File: config.mk
export PLATFORM = sky130hd
export DESIGN_NAME = vis_multi_marker
export DESIGN_NICKNAME = d
export VERILOG_FILES = /design/src/rtl/vis_pkg.sv /design/src/rtl/vis_marker_hit.sv /design/src/rtl/vis_multi_marker.sv
export SDC_FILE = /design/constraint.sdc
export NUM_CORES = 2
export LEC_CHECK = 0
export CORE_MARGIN = 8
export CORE_UTILIZATION = 35
export DETAILED_ROUTE_END_ITERATION = 12
export PLACE_DENSITY = 0.48
export SLEW_MARGIN = 10
export SYNTH_ARGS = -nofsm -noshare
export SYNTH_HDL_FRONTEND = slang
export SYNTH_SLANG_ARGS = --single-unit
File: constraint.sdc
create_clock -name clk -period 19.8 [get_ports clk]
set_clock_uncertainty 0.2 [all_clocks]
set_input_delay 4.95 -clock clk [delete_from_list [all_inputs] [get_ports clk]]
set_output_delay 4.95 -clock clk [all_outputs]
set_load 0.02 [all_outputs]
File: src/rtl/vis_pkg.sv
// Shared types and helpers for the vision marker overlay.
package vis_pkg;
  localparam int COORD_W = 11;
  localparam int PIX_W   = 24;

  typedef logic [COORD_W-1:0]      coord_t;
  typedef logic signed [COORD_W:0] delta_t;
  typedef logic [23:0]             dist2_t;
  typedef logic [PIX_W-1:0]        pixel_t;

  localparam coord_t COORD_MAX = '1;

  function automatic coord_t sat_inc(input coord_t v);
    return (v == COORD_MAX) ? v : v + 1'b1;
  endfunction
endpackage

File: src/rtl/vis_marker_hit.sv
// Per-marker ring hit test, two registered stages (delta, then distance compare).
// Optional crosshair overlay when VIS_MARKER_CROSSHAIR_EN is defined.
module vis_marker_hit
  import vis_pkg::*;
#(
  parameter int RADIUS = 8,
  parameter int THICK  = 1
) (
  input  logic               clk,
  input  logic               rst,
  input  logic [COORD_W-1:0] x,
  input  logic [COORD_W-1:0] y,
  input  logic [COORD_W-1:0] xc,
  input  logic [COORD_W-1:0] yc,
  input  logic               en,
  output logic               hit
);
  localparam dist2_t OUTER_SQ = dist2_t'(RADIUS * RADIUS);
  localparam dist2_t INNER_SQ = dist2_t'((RADIUS - THICK) * (RADIUS - THICK));

  delta_t dx_reg;
  delta_t dy_reg;
  logic   en_reg;

  always_ff @(posedge clk) begin
    if (rst) begin
      dx_reg <= '0;
      dy_reg <= '0;
      en_reg <= 1'b0;
    end else begin
      dx_reg <= $signed({1'b0, x}) - $signed({1'b0, xc});
      dy_reg <= $signed({1'b0, y}) - $signed({1'b0, yc});
      en_reg <= en;
    end
  end

  // Widen before squaring; the sum of two squares of |d|<=2047 fits 24 bits.
  logic signed [23:0] dx_w;
  logic signed [23:0] dy_w;
  dist2_t             d2;
  logic               ring;
  logic               mark;

  assign dx_w = 24'(dx_reg);
  assign dy_w = 24'(dy_reg);
  assign d2   = dx_w * dx_w + dy_w * dy_w;
  assign ring = (d2 <= OUTER_SQ) && (d2 > INNER_SQ);

`ifdef VIS_MARKER_CROSSHAIR_EN
  localparam delta_t RAD_D = delta_t'(RADIUS);
  delta_t adx;
  delta_t ady;
  logic   cross;
  assign adx   = dx_reg[COORD_W] ? -dx_reg : dx_reg;
  assign ady   = dy_reg[COORD_W] ? -dy_reg : dy_reg;
  assign cross = ((dy_reg == '0) && (adx <= RAD_D)) || ((dx_reg == '0) && (ady <= RAD_D));
  assign mark  = ring | cross;
`else
  assign mark  = ring;
`endif

  always_ff @(posedge clk) begin
    if (rst) hit <= 1'b0;
    else     hit <= en_reg & mark;
  end
endmodule

File: src/rtl/vis_multi_marker.sv
// Multi-marker ring overlay on a live video stream, 3-cycle latency on all outputs.
// Define VIS_MARKER_CROSSHAIR_EN to add a crosshair to each enabled marker.
module vis_multi_marker
  import vis_pkg::*;
#(
  parameter int          IMG_W  = 64,
  parameter int          IMG_H  = 64,
  parameter int          N_MARK = 4,
  parameter int          RADIUS = 8,
  parameter int          THICK  = 1,
  parameter logic [23:0] COLOR  = 24'hFF0000
) (
  input  logic                      clk,
  input  logic                      rst,
  input  logic                      de,
  input  logic                      hsync,
  input  logic                      vsync,
  input  logic [COORD_W*N_MARK-1:0] x_center,
  input  logic [COORD_W*N_MARK-1:0] y_center,
  input  logic [N_MARK-1:0]         mark_en,
  input  logic [PIX_W-1:0]          pixel_in,
  output logic                      de_out,
  output logic                      hsync_out,
  output logic                      vsync_out,
  output logic [PIX_W-1:0]          pixel_out
);
  if (N_MARK < 1 || N_MARK > 8 || RADIUS < 1 || RADIUS > 255 || THICK < 1 || THICK > RADIUS ||
      IMG_W < 1 || IMG_W > 2047 || IMG_H < 1 || IMG_H > 2047) begin : g_bad_param
    $error("vis_multi_marker: parameter out of range");
  end

  coord_t                    x_reg;
  coord_t                    y_reg;
  logic                      vsync_prev;
  logic                      de_prev;
  logic [COORD_W*N_MARK-1:0] xc_lat;
  logic [COORD_W*N_MARK-1:0] yc_lat;
  logic [N_MARK-1:0]         en_lat;
  logic                      vs_rise;
  logic                      de_fall;

  assign vs_rise = vsync & ~vsync_prev;
  assign de_fall = ~de & de_prev;

  // Frame start wins over a coincident end of line.
  always_ff @(posedge clk) begin
    if (rst) begin
      x_reg      <= '0;
      y_reg      <= '0;
      vsync_prev <= 1'b0;
      de_prev    <= 1'b0;
      xc_lat     <= '0;
      yc_lat     <= '0;
      en_lat     <= '0;
    end else begin
      vsync_prev <= vsync;
      de_prev    <= de;
      if (vs_rise) begin
        x_reg  <= '0;
        y_reg  <= '0;
        xc_lat <= x_center;
        yc_lat <= y_center;
        en_lat <= mark_en;
      end else if (de_fall) begin
        x_reg <= '0;
        y_reg <= sat_inc(y_reg);
      end else if (de) begin
        x_reg <= sat_inc(x_reg);
      end
    end
  end

  logic [N_MARK-1:0] hit;

  for (genvar gi = 0; gi < N_MARK; gi++) begin : g_mark
    vis_marker_hit #(
      .RADIUS(RADIUS),
      .THICK (THICK)
    ) u_hit (
      .clk(clk),
      .rst(rst),
      .x  (x_reg),
      .y  (y_reg),
      .xc (xc_lat[gi*COORD_W +: COORD_W]),
      .yc (yc_lat[gi*COORD_W +: COORD_W]),
      .en (en_lat[gi]),
      .hit(hit[gi])
    );
  end

  logic [1:0] de_d;
  logic [1:0] hs_d;
  logic [1:0] vs_d;
  pixel_t     pix_d1;
  pixel_t     pix_d2;

  always_ff @(posedge clk) begin
    if (rst) begin
      de_d      <= '0;
      hs_d      <= '0;
      vs_d      <= '0;
      pix_d1    <= '0;
      pix_d2    <= '0;
      de_out    <= 1'b0;
      hsync_out <= 1'b0;
      vsync_out <= 1'b0;
      pixel_out <= '0;
    end else begin
      de_d      <= {de_d[0], de};
      hs_d      <= {hs_d[0], hsync};
      vs_d      <= {vs_d[0], vsync};
      pix_d1    <= pixel_in;
      pix_d2    <= pix_d1;
      de_out    <= de_d[1];
      hsync_out <= hs_d[1];
      vsync_out <= vs_d[1];
      pixel_out <= (de_d[1] && (|hit)) ? COLOR : pix_d2;
    end
  end
endmodule

After elaboration in Yosys (flattened, before gate mapping). Cells that the tools add are included. Widths: inputs -> output; s select.

Add/subtract/negate cells: 14. $mul: 8. Order comparisons: 8. Eq/ne operators: 2. Multiplexer cells: 1. Bitwise logic cells: 10. Reductions and logical operators: 11.

Operator list (count): $mul 12x12->24 (8); $add 24x24->24 (4); $gt 24x6->1 const B (4); $le 24x7->1 const B (4); $sub 11x11->12 (8); $mux 24 (1); $add 11x1->11 const B (2); $eq 11x11->1 const B (2); $and 1x1->1 (6); $logic_and 1x1->1 (5); $not 1->1 (4); $reduce_and 2->1 (2); $reduce_or 2->1 (2); $reduce_or 4->1 (1); $reduce_or 3->1 (1).

Bits in registers: 301. Input bits: 121.

Longest topological paths before layout.
Depth after elaboration: 5. Depth in mapped cells: 28. Mapped depth without buffers: 27.

By module. Synthesis repeated with hierarchy kept, for this count alone.

Cells, all modules: 5719. Area total of the unflattened synthesis: 52634.2 sq um.

By module, submodules not included: vis_marker_hit at g_mark[1].u_hit (instances 1, cells an instance 1262, area each 11636.2 sq um, sequential area each 520.5 sq um); vis_marker_hit at g_mark[0].u_hit (instances 1, cells an instance 1251, area each 11558.6 sq um, sequential area each 520.5 sq um); vis_marker_hit at g_mark[3].u_hit (instances 1, cells an instance 1252, area each 11558.6 sq um, sequential area each 520.5 sq um); vis_marker_hit at g_mark[2].u_hit (instances 1, cells an instance 1246, area each 11494.8 sq um, sequential area each 520.5 sq um); vis_multi_marker (instances 1, cells an instance 708, area each 6386.1 sq um, sequential area each 3903.7 sq um).

Worst setup path after synthesis. No wires, ideal clock.

Path kind: reg-to-reg. Start: register g_mark[1].u_hit.dy_reg[11]. End: register g_mark[1].u_hit.hit. Library setup time: 88 ps. Arrival time: 6882 ps. Data required time: 19512 ps. Path slack: 12630 ps. Cell stages (with the launch flop): 25. Path buffers: 1. Period minus slack after synthesis: 7170 ps. Cell sequence: dfxtp_1 clkbuf_1 nand2_1 fa_1 inv_1 fa_1 inv_1 fa_1 fa_1 inv_1 fa_1 inv_1 fa_1 inv_1 fa_1 ha_1 inv_1 a222oi_1 o31ai_1 a2111oi_2 o2111ai_1 nor4_2 o2111ai_1 or4_1 nor4_2.

Longest elaborated chain between the ends: 5. Elaborated cells on any way between the ends: 6.

Ends and longest elaborated chain: start: declaration (RTL line vis_marker_hit.sv:22) `delta_t dy_reg;`; start signal: assignment (RTL line vis_marker_hit.sv:32) `dy_reg <= $signed({1'b0, y}) - $signed({1'b0, yc});`; $mul 12x12->24 (*) (RTL line vis_marker_hit.sv:46) `assign d2 = dx_w * dx_w + dy_w * dy_w;`; $add 24x24->24 (*) (RTL line vis_marker_hit.sv:46); $le 24x7->1 or $gt 24x6->1 (tied branches) (RTL line vis_marker_hit.sv:47) `assign ring = (d2 <= OUTER_SQ) && (d2 > INNER_SQ);`; $logic_and 1x1->1 (*) (RTL line vis_marker_hit.sv:47); $and 1x1->1 (*) (RTL line vis_marker_hit.sv:64) `else hit <= en_reg & mark;`; end signal: assignment (RTL line vis_marker_hit.sv:64); end: declaration (RTL line vis_marker_hit.sv:16) `output logic hit`.

Mark *: on every way between the ends. The rest lies on a longest branch, timed or not. A chain may end at the register's enable or synchronous reset.

Final worst setup path.
Start: register g_mark[3].u_hit.dy_reg[11]. End: register g_mark[3].u_hit.hit.

Longest elaborated chain between the ends: 5. Elaborated cells on any way between the ends: 6.

Ends and longest elaborated chain (RTL line): start: declaration (vis_marker_hit.sv:22); start signal: assignment (vis_marker_hit.sv:32); $mul 12x12->24 (*) (vis_marker_hit.sv:46); $add 24x24->24 (*) (vis_marker_hit.sv:46); $le 24x7->1 or $gt 24x6->1 (tied branches) (vis_marker_hit.sv:47); $logic_and 1x1->1 (*) (vis_marker_hit.sv:47); $and 1x1->1 (*) (vis_marker_hit.sv:64); end signal: assignment (vis_marker_hit.sv:64); end: declaration (vis_marker_hit.sv:16).

Marks and branches as above.

==> impl_metrics.csv <==
group,metric,value,unit
logic_synthesis,netlist-cell-type-count,67,
critical_path,cp.arrival,8600,ps
placed_design,pre_cts_ws,11490,ps
logic_synthesis,synth-edff-count,0,
layout,areaGrowthSynthToFinish,9.156,%
clocking,clock-root-buffer,"clkbuf_16",
logic_synthesis,yosysWarnings,0,
floorplan,start_util,0.3521,
clocking,cts_tree,"done",
critical_path,critPathRequiredTime,20080,ps
sta,max_freq,0.1203,GHz
hold_path,holdPathStages,1,
outcome,outcome,"finished clean",
sta,maxSlewHeadroom,0.3049,
sta,fin_crit,8315,ps
clocking,cts_buffers,41,
critical_path,crit_path_end_kind,"flip-flop",
logic_synthesis,yosys_most_used_dff,"dfxtp_1",
global_route,grt_first_pass_wirelength,217400,um
critical_path,rrSetupSlack,11490,ps
layout,drive_gt1_frac,0.01757,
run,drv_cap,0,
drt,drtIter0Drc,1770,
layout,final_cells,7621,
logic_synthesis,avgSynthCellArea,9.253,um2
clocking,cts_setup_buffers,0,
critical_path,worst-path-max-fanout,23,
logic_synthesis,ys_ff_latch,299,
logic_synthesis,syn_nets,7331,
sta,final-hold-violation-count,0,
sta,finalSetupTns,0,ps
logic_synthesis,syn_area,0.05199,mm2
logic_synthesis,ys_seq_area_frac,0.1151,
logic_synthesis,synthTopCellsByArea,"fa_1 44%, dfxtp_1 12%, inv_1 11%, ha_1 11%, nand2_1 3.8%",
placed_design,hpwl,117700,um
sta,finalWorstSetupSlack,11490,ps
floorplan,io_pins,148,
global_route,antenna_found_initial,5,
critical_path,path_cells,"nand2_1, fa_1, inv_1, fa_1, inv_1, fa_1, fa_1, inv_1, fa_1, inv_1, fa_1, inv_1, fa_1, ha_1, a21oi_1, o32ai_1, a211oi_1, o2111ai_1, nor4_1, nand4_1, or4b_1, a211oi_2",
critical_path,slowest_stage,"fa_1",
floorplan,rows,141,
clocking,ctsResizeCount,0,
logic_synthesis,synth_cells,5619,
drt,viasPerCell,4.550,
hold_path,worstHoldStart,"pix_d2[2]$_SDFF_PP0_",
floorplan,fp.dieW,401.4,um
logic_synthesis,synth.top_cells.by_count,"1,563 x inv_1, 1,133 x fa_1, 530 x nand2_1",
sta,rsz0062_at_grt,"no",
logic_synthesis,async_flop_share,0,
sta,drv_slew,0,
global_route,grt_overflow,0,
floorplan,core-area,0.1477,mm2
placed_design,numPortBuffers,147,
sta,finalCritPeriodShare,0.4199,
logic_synthesis,synth_top_area_share,0.4362,
clocking,clk_transition_reported_paths,80,ps
floorplan,dieArea,0.1611,mm2
drt,firstDrtPassIters,6,
critical_path,crit_type,"reg -> reg",
placed_design,dp_cells,7547,
drt,ant_nets,0,
critical_path,r2r-start,"g_mark[3].u_hit.dy_reg[11]$_SDFF_PP0_",
clocking,clockBufferDepth,3,
global_route,grt_start_max_net_pins,90,
placed_design,dpl_cell_area,0.05539,mm2
clocking,htreeDepth,2,
sta,worst_pin_slew,1039,ps
layout,stdcell_area,0.05675,mm2
logic_synthesis,synth.most_common_cell,"inv_1",
drt,drc,0,
drt,vias,34680,
critical_path,start_kind,"flip-flop",
global_route,first_global_vias,37420,
drt,totalWireLength,134900,um
clocking,clock_latency,570,ps
clocking,cts_num_sinks,299,
logic_synthesis,synth_top_area_cell,"fa_1",
hold_path,hold_end,"pixel_out[2]$_SDFF_PP0_",
drt,wl_per_cell,17.70,um
global_route,grt_usage,0.1707,
critical_path,r2r-end,"g_mark[3].u_hit.hit$_SDFF_PP0_",
critical_path,max_stage_delay,990,ps
placed_design,routabilityCongestion,0.8586,
layout,final_nets,7372,
clocking,postCtsHoldBufs,0,
sta,setup_violations,0,
critical_path,reg2reg_depth,22,
critical_path,crit_path_frequent_cell,"fa_1",
floorplan,fp.dieH,401.4,um
hold_path,hp-class,"reg -> reg",
## logic make-up after synthesis
group           share of synthesized area
mux                              0.003128
buf+inv                            0.1247
fa+ha+maj                          0.5465
compound gates                    0.05537
flops                              0.1151
xor+xnor                          0.03311
simple gates                       0.1221
## cells in the final DEF, fill, tap and decap left out, types with 17 or more instances in the layout
cell and n:
nor2b_1 148, ha_1 458, dfxtp_1 299, nor3_1 45, clkdlybuf4s50_1 146, fa_1 1133, nand2_1 530, o21ai_0 89
a21o_1 55, and2_1 232, xnor2_1 147, clkbuf_16 42, a211oi_1 19, nor2_1 233, a21oi_1 178, nand2b_1 50
or3_1 17, nand3_1 19, xor2_1 47, inv_1 1563
## layout make-up
class,instances,area (um2)
Timing Repair Buffer,161,1582
Clock buffer,49,1107
Sequential cell,299,5986
Multi-Input combinational cell,3593,39540
Antenna cell,1,2.502
Clock inverter,24,254.0
Fill cell,14920,90910
Tap cell,1930,2415
Inverter,1564,5871
## how the worst max path moves through the flow
stage,start,endpoint,cells past startpoint
after floorplan,g_mark[1].u_hit.dy_reg[11]$_SDFF_PP0_,g_mark[1].u_hit.hit$_SDFF_PP0_,24
after global placement,g_mark[3].u_hit.dy_reg[11]$_SDFF_PP0_,g_mark[3].u_hit.hit$_SDFF_PP0_,22
after detailed placement,g_mark[3].u_hit.dy_reg[11]$_SDFF_PP0_,g_mark[3].u_hit.hit$_SDFF_PP0_,21
after CTS,g_mark[0].u_hit.dy_reg[11]$_SDFF_PP0_,g_mark[0].u_hit.hit$_SDFF_PP0_,20
after global routing,g_mark[0].u_hit.dy_reg[11]$_SDFF_PP0_,g_mark[0].u_hit.hit$_SDFF_PP0_,20
final,g_mark[3].u_hit.dy_reg[11]$_SDFF_PP0_,g_mark[3].u_hit.hit$_SDFF_PP0_,22
## worst max-delay path, delay by kind of cell, from the launching register on
family          cells  cell delay (ps)
compound gates      5              910
fa+ha+maj           8             4370
buf+inv             5              510
flops               1              880
simple gates        4             1350
## routing by layer
metal  vias up  global-route usage  wire length, um
li1      16570                   -                -
met3       100             0.02293             6382
met4         0             0.02706             2173
met2       616              0.2750            61450
met5         -                   0                0
met1     17390              0.2495            64890
## metrics by stage
stage | utilization | hold slack (ps)
floorplan | - | 205.7
global placement | 0.3751 | 207.5
detailed placement | 0.3751 | 211.3
CTS | 0.3843 | 224.5
global route | 0.3843 | 232.9
finish | 0.3844 | 222.9
Power is left out: the tool's default activity adds up to more than one toggle a clock period on the data nets, which glitch-free logic cannot reach.
